**config.mk**
```make
export PLATFORM = sky130hd
export DESIGN_NAME = y86_imem_loader_flat
export DESIGN_NICKNAME = d
export VERILOG_FILES = /design/src/rtl/y86_imem_loader_if.sv /design/src/rtl/y86_imem_loader.sv /design/src/flat_wrapper.sv
export SDC_FILE = /design/constraint.sdc
export NUM_CORES = 1
export LEC_CHECK = 0
export ABC_AREA = 1
export CORE_MARGIN = 3
export CORE_UTILIZATION = 60
export DETAILED_ROUTE_END_ITERATION = 8
export HOLD_SLACK_MARGIN = 0.03
export PLACE_DENSITY = 0.8
export SLEW_MARGIN = 20
export SYNTH_ARGS = -nofsm -noshare
export SYNTH_HDL_FRONTEND = slang
export SYNTH_SLANG_ARGS = --single-unit
```
**constraint.sdc**
```tcl
create_clock -name clk_i -period 2.52 [get_ports clk_i]
set_input_delay 0.252 -clock clk_i [delete_from_list [all_inputs] [get_ports clk_i]]
set_output_delay 0.252 -clock clk_i [all_outputs]
set_load 0.01 [all_outputs]
```
**src/rtl/y86_imem_loader_if.sv**
```systemverilog
// Byte-stream handshake into the Y86 program loader.
// A byte moves on a clock edge where rx_valid_i and rx_ready_o are both high.
interface y86_imem_loader_if;
    logic       rx_valid_i;
    logic [7:0] rx_data_i;
    logic       rx_ready_o;

    modport master (
        output rx_valid_i,
        output rx_data_i,
        input  rx_ready_o
    );

    modport slave (
        input  rx_valid_i,
        input  rx_data_i,
        output rx_ready_o
    );
endinterface

```
**src/rtl/y86_imem_loader.sv**
```systemverilog
// Boot loader: parses framed bytes, writes instruction memory,
// and releases the CPU reset once a frame passes range and checksum.
module y86_imem_loader #(
    parameter int          ADDR_W    = 10,
    parameter int          MEM_BYTES = 1024,
    parameter logic [7:0]  SYNC_BYTE = 8'hA5
) (
    input  logic              clk_i,
    input  logic              rst_i,
    y86_imem_loader_if.slave  rx,
    output logic              mem_we_o,
    output logic [ADDR_W-1:0] mem_addr_o,
    output logic [7:0]        mem_wdata_o,
    output logic              cpu_rst_n_o,
    output logic              load_done_o,
    output logic [1:0]        load_err_o
);

    typedef enum logic [3:0] {
        S_HUNT, S_A0, S_A1, S_L0, S_L1,
        S_DATA, S_CK, S_CHECK, S_DONE, S_ERR
    } state_t;

    localparam logic [16:0] MEM_END = 17'(MEM_BYTES);

    state_t      state;
    logic [15:0] start;
    logic [15:0] len;
    logic [15:0] idx;
    logic [7:0]  sum;

    logic        acc;
    logic [7:0]  d;
    logic [16:0] end_addr;

    assign acc      = rx.rx_valid_i && rx.rx_ready_o;
    assign d        = rx.rx_data_i;
    assign end_addr = {1'b0, start} + {1'b0, d, len[7:0]};

    always_ff @(posedge clk_i) begin
        if (rst_i) begin
            state         <= S_HUNT;
            rx.rx_ready_o <= 1'b1;
            mem_we_o      <= 1'b0;
            mem_addr_o    <= '0;
            mem_wdata_o   <= '0;
            cpu_rst_n_o   <= 1'b0;
            load_done_o   <= 1'b0;
            load_err_o    <= 2'b00;
            start         <= '0;
            len           <= '0;
            idx           <= '0;
            sum           <= '0;
        end else begin
            mem_we_o <= 1'b0;
            unique case (state)
                S_HUNT, S_DONE, S_ERR: begin
                    if (acc && d == SYNC_BYTE) begin
                        state       <= S_A0;
                        load_err_o  <= 2'b00;
                        load_done_o <= 1'b0;
                        cpu_rst_n_o <= 1'b0;
                    end
                end
                S_A0: if (acc) begin
                    start[7:0] <= d;
                    sum        <= d;
                    state      <= S_A1;
                end
                S_A1: if (acc) begin
                    start[15:8] <= d;
                    sum         <= sum + d;
                    state       <= S_L0;
                end
                S_L0: if (acc) begin
                    len[7:0] <= d;
                    sum      <= sum + d;
                    state    <= S_L1;
                end
                S_L1: if (acc) begin
                    len[15:8] <= d;
                    sum       <= sum + d;
                    idx       <= '0;
                    if (end_addr > MEM_END) begin
                        state      <= S_ERR;
                        load_err_o <= 2'b10;
                    end else if ({d, len[7:0]} == 16'd0) begin
                        state <= S_CK;
                    end else begin
                        state <= S_DATA;
                    end
                end
                S_DATA: if (acc) begin
                    mem_we_o    <= 1'b1;
                    mem_addr_o  <= start[ADDR_W-1:0] + idx[ADDR_W-1:0];
                    mem_wdata_o <= d;
                    sum         <= sum + d;
                    idx         <= idx + 16'd1;
                    if (idx == len - 16'd1)
                        state <= S_CK;
                end
                S_CK: if (acc) begin
                    sum           <= sum + d;
                    rx.rx_ready_o <= 1'b0;
                    state         <= S_CHECK;
                end
                S_CHECK: begin
                    rx.rx_ready_o <= 1'b1;
                    if (sum == 8'd0) begin
                        state       <= S_DONE;
                        load_done_o <= 1'b1;
                        cpu_rst_n_o <= 1'b1;
                    end else begin
                        state      <= S_ERR;
                        load_err_o <= 2'b01;
                    end
                end
                default: state <= S_HUNT;
            endcase
        end
    end

endmodule
```
**src/flat_wrapper.sv**
```systemverilog
// flat-port wrapper written by rule: the top's interface ports become plain ports
module y86_imem_loader_flat 
#(
    parameter int          ADDR_W    = 10,
    parameter int          MEM_BYTES = 1024,
    parameter logic [7:0]  SYNC_BYTE = 8'hA5
)
  (clk_i, rst_i, mem_we_o, mem_addr_o, mem_wdata_o, cpu_rst_n_o, load_done_o, load_err_o, rx_rx_valid_i, rx_rx_data_i, rx_rx_ready_o);
  y86_imem_loader_if rx_i ();
  input  logic clk_i;
  input  logic rst_i;
  output logic mem_we_o;
  output logic [ADDR_W-1:0] mem_addr_o;
  output logic [7:0] mem_wdata_o;
  output logic cpu_rst_n_o;
  output logic load_done_o;
  output logic [1:0] load_err_o;
  input wire logic [$bits(rx_i.rx_valid_i)-1:0] rx_rx_valid_i;
  input wire logic [$bits(rx_i.rx_data_i)-1:0] rx_rx_data_i;
  output wire logic [$bits(rx_i.rx_ready_o)-1:0] rx_rx_ready_o;
  assign rx_i.rx_valid_i = rx_rx_valid_i;
  assign rx_i.rx_data_i = rx_rx_data_i;
  assign rx_rx_ready_o = rx_i.rx_ready_o;
  y86_imem_loader #(.ADDR_W(ADDR_W), .MEM_BYTES(MEM_BYTES), .SYNC_BYTE(SYNC_BYTE)) u_core (.clk_i(clk_i), .rst_i(rst_i), .rx(rx_i), .mem_we_o(mem_we_o), .mem_addr_o(mem_addr_o), .mem_wdata_o(mem_wdata_o), .cpu_rst_n_o(cpu_rst_n_o), .load_done_o(load_done_o), .load_err_o(load_err_o));
endmodule
```
==> flow_summary.yaml, run 1 <==
floorplan:
  num_rows: 34
  die_w_um: 103
  dieArea_mm2: 0.0107
  pin_count: 35
  die_h_um: 103
  initial_utilization_pct: 63.5
  core_mm2: 0.00898
worst_setup_path:
  worstPathRequired_ns: 2.82
  crit_type: "flop to flop"
  setup.worst_path.end_class: "flop"
  critPathLaunchType: "flop"
  reg2reg_depth: 14
  crit_fanout: 4
  arrival_ns: 2.61
synthesis:
  syn-cell-area_mm2: 0.00570
  ys_ff_latch: 83
  synth.area.top_cells: "dfxtp_1 29%, nand2_1 15%, inv_1 7.9%"
  yosysSeqAreaShare_pct: 29.2
  synth_xor_area_share_pct: 4.55
  syn_area_per_cell_um2: 6.51
  syn_nets: 923
  synth-compound-area-share_pct: 15.3
  yosysWarnings: 0
  netlist.area_leader.share_pct: 29.2
  synth_cells: 875
  synth-simple-area-share_pct: 33.0
  synth_adder_area_share_pct: 8.52
  synth_mux_area_share_pct: 0
  synth_largest_area_cell: "dfxtp_1"
  ys_types: 42
  synth_top_family_by_area: "simple AND/OR/NAND/NOR gates"
job:
  drv_cap: 0
cells_and_area:
  final_common_cell: "nand2_1"
  final_cell_mix: "219 x nand2_1, 119 x inv_1, 80 x a21oi_1, 80 x dfxtp_1, 77 x nor2_1"
  nets: 990
  n_fill_cell: 766
  stdcell_area_mm2: 0.00664
  final_layout_size_suffix_gt1_share_pct: 10.6
  diodes: 0
  area_growth_pct: 16.5
  post-route-util_pct: 73.9
place:
  gp_congestion: 0.979
  placed_cell_area_mm2: 0.00641
  portBuffers: 34
  place_hpwl_mm: 11.9
global_route:
  globalRoute.totalOverflow: 0
  grt_max_degree: 29
  antenna_found_initial: 0
  grt_pass1_wl_mm: 24.9
  grt_pass1_vias: 5470
  grt_use_total_pct: 29.4
hold_path:
  hold_path.class: "flop to flop"
  hold_depth: 2
power:
  total_power_mw: 2.56
  power_density_mw_per_mm2: 386
  worst_ir_drop_vdd_mv: 0.239
  p_leak_nw: 3.18
timing:
  fmax_ghz: 0.432
  finalCritPeriodShare_pct: 91.9
  fin_tns_setup_ns: 0
  final.min_clock_period_ns: 2.32
  setup_violations: 0
  slew_headroom_pct: 72.1
  hold_viol: 0
  slew_viol_final: 0
  tightest_slew_ns: 0.418
  fin_worst_skew_ns: 0.0125
clocking:
  clk_latency_ns: 0.37
  cts_buffer_depth: 2
  clock-sinks: 83
  post-cts-setup-buffers: 0
  cts_buffers: 9
  cts_root_buffer: "clkbuf_8"
  cts_tree: "yes"
  cts.reportedPaths.clkPinSlew_ns: 0.09
  h-tree-depth: 3
status:
  status: "completed"
routing:
  vias: 5858
  dr.pass1.iters: 5
  vias_per_cell: 5.46
  wl_per_cell_um: 14.1
  ant_nets: 0
  drc: 0
  drt_iter0_markers: 366
  totalWireLength_mm: 15.1
cell type report:
type	instances	area [µm²]	share of cell area, %
clock inverters	7	51.3	0.773
repair buffers	71	618	9.31
flip-flops and latches	83	1670	25.1
inverters	127	477	7.18
well taps	126	158	2.38
clock buffers	9	124	1.87
multi-input cells	650	3540	53.4
kinds of logic (layout without fill, tap and decap cells):
logic type                 Yosys count  in the layout
buffers and inverters              142            214
xor gates and xnor gates            28             28
AOI/OAI and AO/OA                  164            164
DFF                                 83             83
adders and majority gates           37             37
and+or+nand+nor                    421            421
registers in the layout (all words and copies together), names as in the netlist:
name and cells:
u_core.mem_wdata_o 8, u_core.state 4, u_core.start 16, u_core.sum 8, u_core.rx.rx_ready_o 1, u_core.len 16, u_core.mem_we_o 1, u_core.idx 16
u_core.cpu_rst_n_o 1, u_core.mem_addr_o 10, u_core.load_err_o 2
worst paths after layout:
check                            start  slack (ns)              endpoint
setup / recovery         u_core.len[0]        0.20  u_core.load_err_o[0]
setup reg to reg         u_core.len[0]        0.20  u_core.load_err_o[0]
hold reg to reg   u_core.load_err_o[1]        0.48  u_core.load_err_o[1]
hold / removal    u_core.load_err_o[1]        0.48  u_core.load_err_o[1]
Yosys cell counts, drive strengths merged:
cell type	number
a21oi	82
a21o	1
o41ai	1
nor2	90
buf	2
clkinv	1
or2	5
nand4	11
xnor2	5
fa	3
o21a	3
nand3b	7
ha	34
o211ai	2
nor3b	3
o21bai	3
a211oi	3
nand3	63
xor2	22
nor3	10
nor4	4
dfxtp	83
o2111ai	1
xnor3	1
a32o	1
clkbuf	13
o21ai	62
nand2	226
a31oi	5
inv	126
and2	2
critical path, stage by stage, from the launching register on:
cell     delay [ns]
dfxtp_1        0.38
ha_4           0.17
fa_2           0.42
or2_2          0.30
nor2_1         0.10
nand3_1        0.08
nor2_1         0.13
nand2_1        0.06
nor2_1         0.08
nand2_1        0.08
nand2_2        0.10
nand3_1        0.11
nand2_1        0.10
nand2_1        0.05
a21oi_1        0.11
power breakdown:
part	internal, mW	switching, mW
combinational	0.124	0.197
sequential	1.33	0.0162
clock	0.365	0.533
total	1.81	0.746
per-stage QoR:
step                      worst slack, ns  cells  hold slack, ns
after floorplan                     0.287    875           0.347
after global placement             0.0434   1057           0.458
after detailed placement          -0.0433   1057           0.467
after CTS                          0.0834   1073           0.481
after global routing             -0.00841   1073           0.522
final                               0.205   1073           0.480
per-layer routing:
metal,track usage [%],up-vias,share of wire (%)
met2,49.4,194,47
met5,0,-,0
met4,12.3,0,2.9
met3,4.43,36,6.0
li1,-,2976,-
met1,37.6,2652,44
repair_timing:
item,CTS,global route
resized for setup,0,17
hold buffers,0,0
setup endpoints to repair,0,7
Note: power is estimated with default switching activity, not from simulation.
==> run 2: changes to the inputs <==
Settings changed: CTS_CLUSTER_DIAMETER from default to 50.
==> results of run 2 <==
Same layout as run 1: the final DEF is identical, and so are final timing and power.
==> run 3: changes to the inputs <==
Settings changed: DONT_BUFFER_PORTS from default to 1, PLACE_DENSITY 0.8 to 0.76.
==> run 3 against run 2 <==
Via count shrank 3.4%. Setup slack lost 0.027 ns. Flip-flop and latch count did not move. Largest power group unchanged. Highest routed layer unchanged.
==> flow_summary.yaml, run 3 (synthesized netlist as in run 1, its figures left out) <==
status:
  status: "completed"
power:
  p_leak_nw: 2.94
  total_power_mw: 2.59
  power_density_mw_per_mm2: 420
  worst_ir_drop_vdd_mv: 0.264
clocking:
  cts_buffers: 9
  cts_buffer_depth: 2
  clk_latency_ns: 0.37
  cts.reportedPaths.clkPinSlew_ns: 0.09
  cts_tree: "yes"
  h-tree-depth: 3
  cts_root_buffer: "clkbuf_8"
  clock-sinks: 83
worst_setup_path:
  crit_buf_inv: 0
  r2r-start: "u_core.len[0]"
  setup.worst_path.end_class: "flop"
  crit_top_cell: "nand2_1"
  reg2reg_depth: 15
  cp.depth: 15
  r2r_slack_ns: 0.18
  crit_fanout: 4
  rr_endpoint: "u_core.state[3]"
  crit_family: "simple AND/OR/NAND/NOR gates"
  critPathLaunchType: "flop"
  arrival_ns: 2.55
  crit_path_top_delay_cell: "fa_2"
  worstPathRequired_ns: 2.73
  cpPeakStageDelay_ns: 0.43
  crit_chain: "ha_2, fa_2, or2_2, nor2_1, nand3_1, nor2_1, nand2_1, nor2_1, nand2_1, nand2_2, nand2_1, nand2_1, nand2_1, nand2_1, a21oi_1"
  crit_type: "flop to flop"
cells_and_area:
  area_growth_pct: 8.21
  final_cell_mix: "220 x nand2_1, 120 x inv_1, 81 x a21oi_1"
  nets: 934
  layoutNonFillerInstCount: 1017
  stdcell_area_mm2: 0.00617
  largestRegisters: "u_core.idx (16), u_core.len (16), u_core.start (16)"
  post-route-util_pct: 68.7
  final_layout_size_suffix_gt1_share_pct: 8.64
  diodes: 0
  n_fill_cell: 793
  final_common_cell: "nand2_1"
floorplan:
  initial_utilization_pct: 63.5
  die_h_um: 103
  num_rows: 34
  die_w_um: 103
  pin_count: 35
  dieArea_mm2: 0.0107
  core_mm2: 0.00898
timing:
  slew_headroom_pct: 42.1
  final.min_clock_period_ns: 2.34
  setup_violations: 0
  tightest_slew_ns: 0.865
  hold_viol: 0
  finalCritPeriodShare_pct: 93.0
  fmax_ghz: 0.427
  slew_viol_final: 0
  fin_worst_skew_ns: 0.0142
global_route:
  grt_use_total_pct: 30.5
  antenna_found_initial: 0
  grt_pass1_vias: 5394
  globalRoute.totalOverflow: 0
  grt_pass1_wl_mm: 25.5
  grt_max_degree: 32
place:
  portBuffers: 0
  place_hpwl_mm: 11.7
  placed_cell_area_mm2: 0.00588
  gp_congestion: 0.931
  placed_cells: 998
routing:
  drc: 0
  vias: 5660
  ant_nets: 0
  drt_iter0_markers: 239
  dr.pass1.iters: 5
  vias_per_cell: 5.57
  totalWireLength_mm: 15.6
  wl_per_cell_um: 15.3
job:
  drv_cap: 0
hold_path:
  hp-start: "rx_rx_data_i[4]"
  hold_path.class: "input port to flop"
  min_to: "u_core.sum[4]"
  hold_depth: 2
## run 3: cell count changes in the layout (fill, tap and decap cells not counted), moves of 3 or more
cell | previous run | this run
buf_4 | 37 | 13
clkdlybuf4s50_1 | 34 | 0
dfxtp_1 | 80 | 76
dfxtp_2 | 3 | 6
inv_6 | 3 | 0
## run 3: power breakdown
| part | internal (mW) | switching (mW) |
|---|---|---|
| Clock | 0.485 | 0.506 |
| Combinational | 0.0893 | 0.168 |
| Sequential | 1.32 | 0.0164 |
## run 3: what timing repair did
item / in CTS / in global routing
hold buffers: 2 / 0
hold endpoints to repair: 20 / 0
setup buffers: 0 / 1
gates resized for setup: 0 / 21
setup endpoints to repair: 0 / 7
## run 3: worst max path at each step
stage	from	slack (ns)	to
after floorplan	u_core.len[0]	0.29	u_core.state[0]
after global placement	u_core.len[0]	0.16	u_core.load_err_o[1]
after detailed placement	u_core.len[0]	0.1	u_core.load_err_o[0]
after CTS	u_core.len[0]	0.06	u_core.load_err_o[1]
final	u_core.len[0]	0.18	u_core.state[3]
after global routing	u_core.len[0]	-0.03	u_core.state[3]
## run 3: metrics by stage
step / hold WS, ns / setup TNS [ns] / setup slack, ns
after global placement: 0.328 / 0 / 0.156
after global routing: 0.0412 / -0.0302 / -0.0302
final: 0.0424 / 0 / 0.178
after floorplan: 0.347 / 0 / 0.287
after detailed placement: 0.328 / 0 / 0.0998
after CTS: 0.0434 / 0 / 0.0621
## run 3: cell type report
class | count | area (µm²) | share of cell area (%)
Multi-Input combinational cell | 650 | 3550 | 57.5
Sequential cell | 83 | 1670 | 27.1
Inverter | 127 | 477 | 7.73
Tap cell | 126 | 158 | 2.56
Clock buffer | 12 | 145 | 2.35
Timing Repair Buffer | 15 | 118 | 1.91
Clock inverter | 4 | 50.0 | 0.812
## run 3: worst reg2reg max path, cell delays in order (launching register included)
cell and delay [ns]:
dfxtp_4 0.37, ha_2 0.19, fa_2 0.43, or2_2 0.31, nor2_1 0.10, nand3_1 0.07
nor2_1 0.11, nand2_1 0.07, nor2_1 0.08, nand2_1 0.07, nand2_2 0.09, nand2_1 0.08
nand2_1 0.06, nand2_1 0.04, nand2_1 0.06, a21oi_1 0.05
## run 3: layer usage
metal / up-vias / part of all wire, % / GRT usage (%)
met5: - / 0 / 0
met4: 0 / 2.8 / 9.66
met3: 40 / 5.6 / 4.16
met2: 164 / 49 / 54.1
met1: 2594 / 42 / 38.1
li1: 2862 / - / -
